File: src/rtl/axi_lite_mst_pkg.sv
// Shared widths and state encoding for the core-to-AXI4-Lite master bridge.
package axi_lite_mst_pkg;

  localparam int unsigned MemAddrW = 32;
  localparam int unsigned MemDataW = 32;

  typedef enum logic [2:0] {
    StIdle,
    StWr,
    StRa,
    StRd,
    StResp
  } state_e;

endpackage

File: src/rtl/axi_lite_mst.sv
// Core valid/ready request port to AXI4-Lite master (AW/W/AR/R, no B channel).
// One transaction outstanding; the response is held until the core takes it.
module axi_lite_mst
  import axi_lite_mst_pkg::*;
#(
  parameter int unsigned ADDR_W = MemAddrW,
  parameter int unsigned DATA_W = MemDataW
) (
  input  logic                clk,
  input  logic                rst,
  input  logic                req_valid_i,
  output logic                req_ready_o,
  input  logic                req_we_i,
  input  logic [ADDR_W-1:0]   req_addr_i,
  input  logic [DATA_W-1:0]   req_wdata_i,
  input  logic [DATA_W/8-1:0] req_sel_i,
  output logic                rsp_valid_o,
  input  logic                rsp_ready_i,
  output logic                rsp_we_o,
  output logic [DATA_W-1:0]   rsp_rdata_o,
  output logic [ADDR_W-1:0]   m_axi_awaddr,
  output logic                m_axi_awvalid,
  input  logic                m_axi_awready,
  output logic [DATA_W-1:0]   m_axi_wdata,
  output logic [DATA_W/8-1:0] m_axi_wstrb,
  output logic                m_axi_wvalid,
  input  logic                m_axi_wready,
  output logic [ADDR_W-1:0]   m_axi_araddr,
  output logic                m_axi_arvalid,
  input  logic                m_axi_arready,
  input  logic [DATA_W-1:0]   m_axi_rdata,
  input  logic                m_axi_rvalid,
  output logic                m_axi_rready
);

  state_e              state_q;
  logic                aw_done_q, w_done_q;
  logic [ADDR_W-1:0]   addr_q;
  logic [DATA_W-1:0]   wdata_q;
  logic [DATA_W/8-1:0] sel_q;
  logic                awvalid_q, wvalid_q, arvalid_q, rready_q;
  logic                rsp_valid_q, rsp_we_q;
  logic [DATA_W-1:0]   rsp_rdata_q;

  logic accept, aw_fire, w_fire, aw_ok, w_ok;

  assign req_ready_o = (state_q == StIdle) | ((state_q == StResp) & rsp_ready_i);
  assign accept      = req_valid_i & req_ready_o;
  assign aw_fire     = awvalid_q & m_axi_awready;
  assign w_fire      = wvalid_q & m_axi_wready;
  // A channel counts as complete in the cycle its handshake happens.
  assign aw_ok       = aw_done_q | aw_fire;
  assign w_ok        = w_done_q | w_fire;

  always_ff @(posedge clk) begin
    if (rst) begin
      state_q     <= StIdle;
      aw_done_q   <= 1'b0;
      w_done_q    <= 1'b0;
      addr_q      <= '0;
      wdata_q     <= '0;
      sel_q       <= '0;
      awvalid_q   <= 1'b0;
      wvalid_q    <= 1'b0;
      arvalid_q   <= 1'b0;
      rready_q    <= 1'b0;
      rsp_valid_q <= 1'b0;
      rsp_we_q    <= 1'b0;
      rsp_rdata_q <= '0;
    end else begin
      case (state_q)
        StWr: begin
          if (aw_fire) begin
            awvalid_q <= 1'b0;
            aw_done_q <= 1'b1;
          end
          if (w_fire) begin
            wvalid_q <= 1'b0;
            w_done_q <= 1'b1;
          end
          if (aw_ok && w_ok) begin
            state_q     <= StResp;
            rsp_valid_q <= 1'b1;
            rsp_we_q    <= 1'b1;
            rsp_rdata_q <= '0;
          end
        end
        StRa: begin
          if (arvalid_q && m_axi_arready) begin
            arvalid_q <= 1'b0;
            rready_q  <= 1'b1;
            state_q   <= StRd;
          end
        end
        StRd: begin
          if (m_axi_rvalid) begin
            rready_q    <= 1'b0;
            rsp_valid_q <= 1'b1;
            rsp_we_q    <= 1'b0;
            rsp_rdata_q <= m_axi_rdata;
            state_q     <= StResp;
          end
        end
        StResp: begin
          if (rsp_ready_i) begin
            rsp_valid_q <= 1'b0;
            state_q     <= StIdle;
          end
        end
        default: ;
      endcase

      // Accept overrides the RESP->IDLE step so back-to-back requests skip IDLE.
      if (accept) begin
        addr_q      <= req_addr_i;
        wdata_q     <= req_wdata_i;
        sel_q       <= req_sel_i;
        aw_done_q   <= 1'b0;
        w_done_q    <= 1'b0;
        rsp_valid_q <= 1'b0;
        if (req_we_i) begin
          state_q   <= StWr;
          awvalid_q <= 1'b1;
          wvalid_q  <= 1'b1;
        end else begin
          state_q   <= StRa;
          arvalid_q <= 1'b1;
        end
      end
    end
  end

  assign m_axi_awaddr  = addr_q;
  assign m_axi_awvalid = awvalid_q;
  assign m_axi_wdata   = wdata_q;
  assign m_axi_wstrb   = sel_q;
  assign m_axi_wvalid  = wvalid_q;
  assign m_axi_araddr  = addr_q;
  assign m_axi_arvalid = arvalid_q;
  assign m_axi_rready  = rready_q;
  assign rsp_valid_o   = rsp_valid_q;
  assign rsp_we_o      = rsp_we_q;
  assign rsp_rdata_o   = rsp_rdata_q;

  rvalid_only_in_rd: assert property (@(posedge clk) disable iff (rst)
    m_axi_rvalid |-> (state_q == StRd));

endmodule
File: config.mk
export PLATFORM = sky130hd
export DESIGN_NAME = axi_lite_mst
export DESIGN_NICKNAME = d
export VERILOG_FILES = /design/src/rtl/axi_lite_mst_pkg.sv /design/src/rtl/axi_lite_mst.sv
export SDC_FILE = /design/constraint.sdc
export NUM_CORES = 1
export LEC_CHECK = 0
export BUFFER_PORTS_ARGS = -buffer_cell sky130_fd_sc_hd__buf_4
export CAP_MARGIN = 10
export CORE_MARGIN = 2
export CORE_UTILIZATION = 43
export DETAILED_ROUTE_END_ITERATION = 8
export GPL_TIMING_DRIVEN = 1
export PLACE_DENSITY_LB_ADDON = 0.15
export SETUP_SLACK_MARGIN = 0.4
export SYNTH_ARGS = -nofsm -noshare
export SYNTH_HDL_FRONTEND = slang
export SYNTH_SLANG_ARGS = --single-unit
File: constraint.sdc
create_clock -name clk -period 1.8 [get_ports clk]
set_input_delay 0.36 -clock clk [delete_from_list [all_inputs] [get_ports clk]]
set_output_delay 0.36 -clock clk [all_outputs]
set_load 0.02 [all_outputs]
==> results of run 1 <==
-- per-stage QoR --
step                      total power [mW]  instance area, µm²  setup slack [ps]
final                                5.836                6485             297.4
after global routing                 6.114                6485             243.8
after CTS                            5.696                6238             328.1
after detailed placement             4.185                5932             181.7
after global placement               4.153                5932             254.0
after floorplan                      3.594                4219             440.7
-- metal layers --
layer,global-route usage,vias up,routed length [µm]
li1,-,2060,-
met1,0.2417,1970,4944
met2,0.3776,177,6645
met3,0.05356,22,1010
met4,0.07287,0,327
met5,0,-,0
-- final cells by class --
class,count,area (µm²)
Timing Repair Buffer,279,2257
Sequential cell,111,2233
Tap cell,133,166.4
Clock inverter,4,37.54
Inverter,1,3.754
Clock buffer,12,165.2
Multi-Input combinational cell,318,1622
Fill cell,876,3154
-- flip-flops by register name (all words and copies together) (netlist names) --
| name | cells |
|---|---|
| m_axi_rready | 1 |
| m_axi_arvalid | 1 |
| m_axi_wvalid | 1 |
| m_axi_wdata | 32 |
| rsp_we_o | 1 |
| rsp_valid_o | 1 |
| aw_done_q | 1 |
| w_done_q | 1 |
| m_axi_wstrb | 4 |
| m_axi_awvalid | 1 |
| state_q | 3 |
| m_axi_araddr | 32 |
| rsp_rdata_o | 32 |
-- power breakdown --
part / switching, mW / leakage (nW) / internal [mW]
Sequential: 0.119 / 0.908 / 2.62
Combinational: 0.852 / 1.94 / 0.765
Clock: 0.842 / 0.105 / 0.637
Total: 1.81 / 2.95 / 4.02
-- timing repair --
action | 4_1_cts | 5_1_grt
endpoints found under the setup margin | 112 | 99
buffers inserted | 10 | 6
pin swaps | 2 | 3
cloned | 0 | 6
resized for setup | 11 | 18
-- how the worst max path moves through the flow --
stage,start,to,slack [ps],cells after the start
6_report,state_q[1],m_axi_wdata[26],300,7
4_1_cts,state_q[1],req_ready_o,330,3
5_1_grt,state_q[1],m_axi_wdata[26],240,7
3_5_place_dp,state_q[1],m_axi_arvalid,180,5
3_3_place_gp,state_q[1],m_axi_wdata[10],250,5
2_1_floorplan,state_q[0],rsp_rdata_o[10],440,5
-- kinds of logic after synthesis --
kind of cell / after synthesis / synth area share
AOI/OAI and AO/OA: 120 / 0.1768
muxes: 2 / 0.005041
and+or+nand+nor: 196 / 0.1865
DFF: 111 / 0.5267
buffers and inverters: 69 / 0.1050
-- Yosys cell counts, drive strengths merged --
cell / count
nand2: 145
dfxtp: 111
a21oi: 76
buf: 52
nor2: 36
a22oi: 33
clkbuf: 16
nand2b: 4
a31oi: 3
nand3: 3
nor3: 3
a21o: 2
a21boi: 1
a221oi: 1
a311oi: 1
a41oi: 1
and2: 1
and3: 1
and4b: 1
inv: 1
mux2: 1
mux2i: 1
nand3b: 1
nor3b: 1
o211ai: 1
o21a: 1
-- critical path, cell delays in order (launching register included) --
cell,delay [ps]
sky130_fd_sc_hd__dfxtp_4,380
sky130_fd_sc_hd__nor2_4,140
sky130_fd_sc_hd__buf_4,140
sky130_fd_sc_hd__and3_4,260
sky130_fd_sc_hd__buf_4,140
sky130_fd_sc_hd__clkbuf_16,140
sky130_fd_sc_hd__nand2_1,50
sky130_fd_sc_hd__a21oi_1,160
==> run metrics, run 1 <==
Arr. time, crit path=between 1500 and 2000 ps; number of antenna repair diodes=0; clock transition at the registers of the reported paths=~120 ps; GR Overflow Total=0; cells after synthesis=498; clock tree root buffer cell=sky130_fd_sc_hd__clkbuf_8; count of hold-fix buffers inserted at cts=0; tightest slew margin relative to the limit=0.6697; area of the mapped netlist=4219 µm²; most frequent cells in the layout=sky130_fd_sc_hd__buf_4 (262), sky130_fd_sc_hd__nand2_1 (145), sky130_fd_sc_hd__dfxtp_1 (108), sky130_fd_sc_hd__a21oi_1 (74), sky130_fd_sc_hd__nor2_1 (35); DRC violation count after routing=0; first-iteration detailed-routing DRC count=122; share of the synthesized area in the top cell type=0.5267; effective utilization at floorplan=0.4377; Total GRT Usage=0.2101; synthesized flop and latch total=~110; layout net count=829; worst hold path class=in2reg; count of maximum capacitance violations=0; count of input and output buffers=approximately 250; leakage power=between 2 and 3 nW; worst reg2reg endpoint=m_axi_wdata[26]; I/O pin total=248; Peak supply drop=0.3852 mV; reg2reg start=state_q[1]; Yosys top cell by area=sky130_fd_sc_hd__dfxtp_1; initial antenna violation count=0; Min-Delay Path Depth=3; clock sink total=approximately 110; maximum number of pins on one net before global-route repair=55; number of antenna-violating nets in the routed design=0; setup slack, reg-to-reg=300 ps; Chip Height=103.1 µm; Detailed Routing Iterations Pass 1=5; clock insertion delay at the later pin of the skew report=360 ps; first-pass GRT wire length=around 18 mm; routability congestion estimate from global placement=0.7763; end point of the worst hold path=m_axi_araddr[0]; peak fanout along the critical path=9; Via-to-Cell Ratio=approximately 5; logic depth of the worst register-to-register path=7; number of buffers created by CTS=9; via count of the first global-routing pass=approximately 3800; Detailed Route WL=about 13 mm; setup violators final=0; synthesized netlist net count=about 610; post-detail-place hpwl=~8.6 mm; clock tree from TritonCTS=built; Hold Slack=between 200 and 250 ps; Max Fclk=approximately 670 MHz; Final Util=0.6728; Area Overhead vs Synth=53.71%; most area-consuming cells after synthesis=sky130_fd_sc_hd__dfxtp_1 (53%), sky130_fd_sc_hd__nand2_1 (13%), sky130_fd_sc_hd__a21oi_1 (9.0%); power density over cell area=899.9 nW/µm²; type of the worst setup path=reg2reg; setup TNS=0 ps; Avg WL per Cell=around 15 µm; overall die area=between 10000 and 15000 µm²; leading cell type in the layout, fill and taps excluded=sky130_fd_sc_hd__buf_4; count of vias placed by the detailed router=around 4200; Mapped Avg Cell Area=around 8.5 µm²; start point of the worst min-delay path=req_addr_i[0]; Synth cell types=30; Final Slew Violations=0; number of instances in the placed design=820; setup repair after global routing missed its margin=yes; outcome=finished clean; non-filler instance count after layout=858; crit path launch type=flop; Critical Path End Type=flop; core area=roughly 9600 µm²; Ys Warns=0; Worst-Margin Slew=a little under 500 ps; std cell rows=36; CTS H-tree depth=3; Die Span X=103.1 µm; final critical delay including setup and external delays=~1500 ps; period utilization=0.8348; Worst Skew=18.33 ps; buffer depth of the longest clock path=2; proportion of synthesized chip area in sequential cells=0.5267; WP data required=2070 ps; number of hold-slack violations in the final timing report=0; ratio of cells with drive above 1 in the final layout=0.4414
No activity file was read; power rests on OpenSTA's default activity.
==> run 2, diff against run 1 <==
CORE_UTILIZATION = 39   (was 43)
clock period = 1.3 ns   (was 1.8 ns; I/O delays follow)
==> run 2 against run 1 <==
The run now ends with negative setup slack left. Sequential share of layout area shrank 5.3 points. Core utilization grew 11 points. Non-clock buffer count grew 51. Flip-flop and latch count is the same. Wire length grew 20%. Critical path type unchanged. Largest cell class unchanged. Largest power group unchanged.
==> run metrics, run 2 (same netlist as run 1, synthesis figures left out) <==
failing checks=negative setup slack; Final Slew Violations=0; start point of the worst min-delay path=req_wdata_i[21]; count of maximum capacitance violations=0; largest stage delay on the critical path=370 ps; WP data required=1600 ps; switching power share of the total=0.3153; Worst Skew=~6.5 ps; clock insertion delay at the later pin of the skew report=about 370 ps; number of antenna repair diodes=0; period utilization=1.146; leakage power=between 3 and 4 nW; GR Overflow Total=0; clock group share of total power=0.212; worst-case setup slack after placement=-81.84 ps; initial antenna violation count=0; Hold Slack=119.8 ps; routability congestion estimate from global placement=0.7565; first-iteration detailed-routing DRC count=282; clock transition at the registers of the reported paths=around 100 ps; number of antenna-violating nets in the routed design=0; number of buffers created by CTS=9; std cell rows=37; logic depth of the worst register-to-register path=8; CTS H-tree depth=3; overall die area=between 10000 and 15000 µm²; Via-to-Cell Ratio=roughly 5.0; count of vias placed by the detailed router=between 4000 and 5000; setup TNS=-12150 ps; peak fanout along the critical path=5; count of input and output buffers=approximately 250; slowest CP cell=sky130_fd_sc_hd__dfxtp_4; I/O pin total=248; number of hold-slack violations in the final timing report=0; worst hold path class=in2reg; type of the worst setup path=reg2reg; CP top delay family=buffers and inverters; power density over cell area=roughly 1100 nW/µm²; via count of the first global-routing pass=a little over 4000; Critical Path End Type=flop; Max Fclk=between 600 and 700 MHz; layout net count=880; clock sink total=about 110; effective utilization at floorplan=0.4050; Crit path buffers/inverters=4; tightest slew margin relative to the limit=0.6911; net load switching power=2.806 mW; DRC violation count after routing=0; Avg WL per Cell=17.10 µm; core area=10420 µm²; setup slack, reg-to-reg=-190 ps; Min-Delay Path Depth=3; setup violators final=112; buffer depth of the longest clock path=2; Detailed Route WL=about 16 mm; post-detail-place hpwl=8.893 mm; clock tree from TritonCTS=built; setup repair after global routing missed its margin=yes; worst reg2reg endpoint=m_axi_wdata[4]; Detailed Routing Iterations Pass 1=7; most frequent cells in the layout=sky130_fd_sc_hd__buf_6 (156), sky130_fd_sc_hd__buf_4 (156), sky130_fd_sc_hd__nand2_1 (104), sky130_fd_sc_hd__dfxtp_2 (99), sky130_fd_sc_hd__a21oi_2 (44); Peak supply drop=0.5660 mV; outcome=finished, violations left; reg2reg start=state_q[0]; share of power burned in registers=0.436; Die Span X=about 110 µm; clock tree root buffer cell=sky130_fd_sc_hd__clkbuf_8; Total GRT Usage=0.2154; share of total power in combinational logic=0.352; final critical delay including setup and external delays=~1500 ps; maximum number of pins on one net before global-route repair=35; end point of the worst hold path=m_axi_wdata[21]; cell-by-cell trace of the critical path=nor2_4, buf_6, and3_4, buf_6, buf_6, clkbuf_16, nand2_1, a21oi_1; first-pass GRT wire length=between 15 and 20 mm; Worst-Margin Slew=463.3 ps; post-route setup slack=-189.6 ps; internal power=around 6 mW; crit path launch type=flop; PnR Total Power=8.901 mW; critical path depth=8; Chip Height=roughly 110 µm; ratio of cells with drive above 1 in the final layout=0.7300; Arr. time, crit path=~1800 ps; Area Overhead vs Synth=93.42%; cell type with the highest occurrence count on the critical path=sky130_fd_sc_hd__buf_6
[run 2: power by group through the flow]
stage,sequential (mW),combinational [mW],clock (mW)
CTS,3.78,2.44,1.89
floorplan,4.11,0.949,0
global placement,3.85,2.02,0
finish,3.88,3.13,1.88
global route,3.91,3.30,2.05
detailed placement,3.87,2.04,0
[run 2: how the worst max path moves through the flow]
stage	startpoint	end	slack (ps)
6_report	state_q[0]	m_axi_wdata[4]	-190
5_1_grt	state_q[0]	m_axi_wdata[4]	-260
4_1_cts	state_q[1]	req_ready_o	-160
3_5_place_dp	state_q[2]	rsp_rdata_o[27]	-80
3_3_place_gp	state_q[2]	rsp_rdata_o[27]	-30
2_1_floorplan	state_q[2]	rsp_rdata_o[10]	-60
[run 2: area by class of cell]
class / instances / area [µm²]
timing repair buffer: 330 / 3341
sequential: 111 / 2376
fill: 659 / 2256
multi-input combinational: 318 / 2106
tap: 136 / 170.2
clock buffer: 13 / 158.9
clock inverter: 1 / 5.005
inverter: 1 / 3.754
[run 2: per-stage QoR]
step	instances	utilization	cell area, µm²
after floorplan	498	-	4324
after global placement	839	0.5887	6132
after detailed placement	839	0.5887	6132
after CTS	870	0.6441	6709
after global routing	910	0.7834	8160
final	910	0.7834	8160
[run 2: worst register-to-register path: cells and delay by family (launching register included)]
kind / cells / cell delay (ps)
simple gates: 3 / 410
flops: 1 / 370
buf+inv: 4 / 520
compound gates: 1 / 130
[run 2: timing repair]
action,4_1_cts,5_1_grt
resized for setup,42,366
buffers inserted,12,35
hold buffers,0,0
pin swaps,4,67
endpoints found under the hold margin,0,0
cloned,5,5
setup endpoints to repair,250,250
[run 2: routing by layer]
metal	up-vias	track usage	part of all wire
met5	-	0	0
met4	0	0.09158	0.023
met3	29	0.04882	0.074
met2	201	0.3890	0.52
met1	2170	0.2431	0.38
li1	2156	-	-
